**src/rtl/input_periph_bank.sv**
```systemverilog
// input_periph_bank: invert, synchronise, debounce and edge-flag NUM_CH board inputs as memory-mapped status bytes.
// Define INPUT_PERIPH_PRESS_COUNT_EN to add a 5-bit per-channel rise counter in status bits 7:3.
module input_periph_bank #(
    parameter int                NUM_CH          = 14,
    parameter int                DEBOUNCE_CYCLES = 500000,
    parameter logic [NUM_CH-1:0] INVERT_MASK     = 14'b11110000000000,
    parameter logic [NUM_CH-1:0] IRQ_MASK        = '1
) (
    input  logic                   i_clk,
    input  logic                   i_rst_n,
    input  logic [NUM_CH-1:0]      i_raw_in,
    input  logic                   i_clr_valid,
    input  logic [7:0]             i_clr_ch,
    input  logic [1:0]             i_clr_mask,
    output logic [NUM_CH-1:0]      o_level_out,
    output logic [NUM_CH-1:0][7:0] o_status_bytes,
    output logic                   o_irq
);
    localparam int            CW   = $clog2(DEBOUNCE_CYCLES) + 1;
    localparam logic [CW-1:0] LAST = CW'(DEBOUNCE_CYCLES - 1);

    logic [NUM_CH-1:0] r_s1, r_s2;
    logic [NUM_CH-1:0] w_rise;

    always_ff @(posedge i_clk or negedge i_rst_n) begin
        if (!i_rst_n) begin
            r_s1 <= '0;
            r_s2 <= '0;
        end else begin
            r_s1 <= i_raw_in ^ INVERT_MASK;
            r_s2 <= r_s1;
        end
    end

    for (genvar i = 0; i < NUM_CH; i++) begin : g_ch
        logic [CW-1:0] r_cnt;
        logic          r_stable, r_rise, r_fall;
        logic          w_commit, w_rise_p, w_fall_p, w_clr_rise, w_clr_fall;
        logic [4:0]    w_hi;

        assign w_commit   = (r_s2[i] != r_stable) && (r_cnt == LAST);
        assign w_rise_p   = w_commit & r_s2[i];
        assign w_fall_p   = w_commit & ~r_s2[i];
        assign w_clr_rise = i_clr_valid && (i_clr_ch == 8'(i)) && i_clr_mask[0];
        assign w_clr_fall = i_clr_valid && (i_clr_ch == 8'(i)) && i_clr_mask[1];

        // Any sample matching the accepted level restarts the full window.
        always_ff @(posedge i_clk or negedge i_rst_n) begin
            if (!i_rst_n) begin
                r_cnt    <= '0;
                r_stable <= 1'b0;
                r_rise   <= 1'b0;
                r_fall   <= 1'b0;
            end else begin
                r_cnt    <= (r_s2[i] == r_stable || w_commit) ? '0 : r_cnt + 1'b1;
                r_stable <= w_commit ? r_s2[i] : r_stable;
                r_rise   <= w_rise_p | (r_rise & ~w_clr_rise);
                r_fall   <= w_fall_p | (r_fall & ~w_clr_fall);
            end
        end

`ifdef INPUT_PERIPH_PRESS_COUNT_EN
        logic [4:0] r_presses;
        always_ff @(posedge i_clk or negedge i_rst_n) begin
            if (!i_rst_n)
                r_presses <= '0;
            else if (w_rise_p)
                r_presses <= w_clr_rise ? 5'd1 : r_presses + 5'd1;
            else if (w_clr_rise)
                r_presses <= '0;
        end
        assign w_hi = r_presses;
`else
        assign w_hi = '0;
`endif

        assign w_rise[i]         = r_rise;
        assign o_level_out[i]    = r_stable;
        assign o_status_bytes[i] = {w_hi, r_fall, r_rise, r_stable};
    end

    assign o_irq = |(w_rise & IRQ_MASK);
endmodule

```
**config.mk**
```make
export PLATFORM = sky130hd
export DESIGN_NAME = input_periph_bank
export DESIGN_NICKNAME = d
export VERILOG_FILES = /design/src/rtl/input_periph_bank.sv
export SDC_FILE = /design/constraint.sdc
export NUM_CORES = 1
export LEC_CHECK = 0
export CAP_MARGIN = 25
export CORE_ASPECT_RATIO = 1.1
export CORE_MARGIN = 3
export CORE_UTILIZATION = 60
export DETAILED_ROUTE_END_ITERATION = 12
export PLACE_DENSITY_LB_ADDON = 0.3
export SYNTH_ARGS = -nofsm -noshare
export SYNTH_HDL_FRONTEND = slang
export SYNTH_SLANG_ARGS = --single-unit
```
**constraint.sdc**
```tcl
create_clock -name i_clk -period 4.3 [get_ports i_clk]
set_input_delay 0.43 -clock i_clk [delete_from_list [all_inputs] [get_ports i_clk]]
set_output_delay 0.43 -clock i_clk [all_outputs]
set_load 0.05 [all_outputs]
```
==> impl_metrics.yaml <==
pwr:
  p_sw_uw: 1760
  clkPwrFrac_pct: 48.1
  cellPowerDensity_nw_per_um2: 380
  p_leak_uw: 0.00774
  p_sw_share_pct: 23.7
  p_comb_share_pct: 6.0
  irDropWorstVdd_mv: 0.279
  p_seq_share_pct: 46.0
  internal_power_uw: 5680
critical_path:
  rrSetupSlack_ns: 1.98
  ff2ff_path_depth: 5
  crit_required_ns: 3.87
  crit_path_start_kind: "register"
  crit_fanout: 3
  worstSetupPathType: "register to output port"
  cp.arrival_ns: 2.38
  crit_path_end_kind: "output port"
yosys:
  netlist.area_leader.share_pct: 49.7
  synth_common_cells: "dfrtp_1, nor2_1, xnor2_1"
  syn_inst: 1807
  ys.warnings.count: 0
  netlist_area_um2: 17600
  synth_ff_type: "dfrtp_1"
  synthTopCellsByArea: "dfrtp_1, xnor2_1, buf_4"
  yosysMostFrequentCell: "dfrtp_1"
  avgSynthCellArea_um2: 9.74
  async_flop_share_pct: 100
  synth_edf_count: 0
  synth.distinct_cells: 59
  ys_ff_latch: 350
  synth_top_area_cell: "dfrtp_1"
  ys_seq_area_share_pct: 49.7
clock_network:
  clkTransAtPathRegs_ns: 0.06
  clock_path_buffers: 3
  cts_tree: "done"
  ctsRootBufferMaster: "clkbuf_16"
  cts-resized-gates: 0
  clock_latency_ns: 0.53
  numCtsBuffers: 39
  ctsHoldBuffers: 0
  cts.sinks: 350
  post-cts-setup-buffers: 0
  cts_max_level: 2
routing:
  final_antenna_net_count: 0
  drc: 0
  vias_per_cell: 5.85
  vias: 13200
  dr.first_iter.drc_count: 1032
  routed_wl_um: 36400
  firstDrtPassIters: 5
  wl_per_cell_um: 16.2
status:
  status: "finished, violations left"
  violations: "negative hold slack"
global_routing:
  grt_max_degree: 126
  overflow: 0
  antenna_found_initial: 0
  grt_pass1_wl_um: 62100
  use_met1_pct: 32.3
  use_met3_pct: 3.12
  gr-usage-all-layers_pct: 23.5
  grt_pass1_vias: 12800
  gr-usage-met2_pct: 39.1
  globalRoute.busiestLayer: "met2"
finish:
  area_growth_pct: 11.3
  diodes: 0
  fin_nets: 1893
  fin_area_um2: 19600
  drive_gt1_share_pct: 6.70
timing:
  setup_tns_ns: 0
  setup_violations: 0
  rsz0062_at_grt: "no"
  whs_ns: -0.0134
  clock-skew-final_ns: 0.0103
  maxSlewHeadroom_pct: 35.4
  hold_violations: 7
  finalCritPeriodShare_pct: 65.5
  fmax_mhz: 355
  worst_slew_pin_slew_ns: 0.969
  final_max_slew_viol_count: 0
  fin_crit_ns: 2.81
floorplan:
  rows: 65
  die-area_um2: 31400
  start_util_pct: 61.2
  core_area_um2: 28800
  ios: 154
  die_w_um: 169
  die_h_um: 186
place:
  dp_hpwl_um: 25200
  dpl_cell_area_um2: 18200
  globalplace.congestion: 0.879
  port_buffers: 83
run:
  cap_violations: 0
min_path:
  hold_path.class: "primary input to asynchronous set/reset pin"
sequential cells by signal, indices dropped and copies added (netlist names):
| register | count |
|---|---|
| g_ch.r_cnt | 280 |
| g_ch.r_fall | 14 |
| g_ch.r_rise | 14 |
| g_ch.r_stable | 14 |
| r_s1 | 14 |
| r_s2 | 14 |
per-stage QoR:
| stage | setup WS (ns) | utilization [%] | total power [µW] | hold slack (ns) | std cells |
|---|---|---|---|---|---|
| finish | 1.49 | 68.1 | 7440 | -0.0134 | 2250 |
| global route | 1.45 | 68.1 | 7700 | 0.0873 | 2250 |
| CTS | 1.52 | 68.0 | 7510 | 0.0474 | 2249 |
| detailed placement | 1.51 | 63.2 | 3920 | 0.339 | 2178 |
| global placement | 1.59 | 63.1 | 3910 | 0.332 | 2176 |
| floorplan | 2.30 | - | 3810 | 0.134 | 1876 |
final timing paths:
path / to / start
setup / recovery: o_irq / g_ch[4].r_rise
hold / removal: g_ch[9].r_cnt[12] / i_rst_n
setup reg to reg: g_ch[2].r_cnt[14] / g_ch[2].r_cnt[0]
hold reg to reg: r_s2[13] / r_s1[13]
max in group asynchronous: g_ch[6].r_cnt[6] / i_rst_n
min in group i_clk: r_s1[6] / i_raw_in[6]
cells by family after synthesis:
kind of cell	share of synthesized area, %
buf+inv	7.16
xor+xnor	9.75
fa+ha+maj	0.995
flops	49.7
simple gates	25.1
mux	1.18
other cells	0.0213
compound gates	6.09
area by class of cell:
type / count / area, µm²
clock buffer: 52 / 1140
timing repair buffer: 94 / 963
clock inverter: 19 / 260
tap: 368 / 460
multi-input combinational: 1322 / 7850
inverter: 45 / 169
sequential: 350 / 8760
fill: 2260 / 9190
placed cells by master, fill, tap and decap left out, types with 26 or more instances in the layout:
cell type        instances
nor2_1                 245
clkdlybuf4s50_1         82
dfrtp_1                350
o21ai_0                 92
nor4_1                  54
clkbuf_16               41
xor2_1                  57
nor3_1                  58
xnor2_1                139
a21oi_1                 58
nand4_1                 82
and3_1                  26
nand3_1                 98
or4_1                   27
conb_1                  70
nand2b_1                28
nand2_1                102
or3_1                   41
inv_1                   45
power by group through the flow:
stage          clock, µW  sequential [µW]  combinational (µW)
2_1_floorplan          0             3450                 360
3_3_place_gp           0             3470                 436
3_5_place_dp           0             3480                 446
4_1_cts             3640             3420                 448
5_1_grt             3790             3420                 486
6_report            3580             3420                 443
critical path, cell delays in order, from the launching register on:
cell,delay (ns)
dfrtp_1,0.43
nor4_1,0.54
nand4_1,0.16
clkdlybuf4s50_1,0.73
layer usage:
metal  vias up  part of all wire [%]  wire [µm]
met5         -                     0          0
met1      6480                    44      16000
met4         0                   2.9       1070
met2       337                    49      17700
li1       6272                     -          -
met3        77                   4.6       1660
Power figures use the tool's default switching activity.
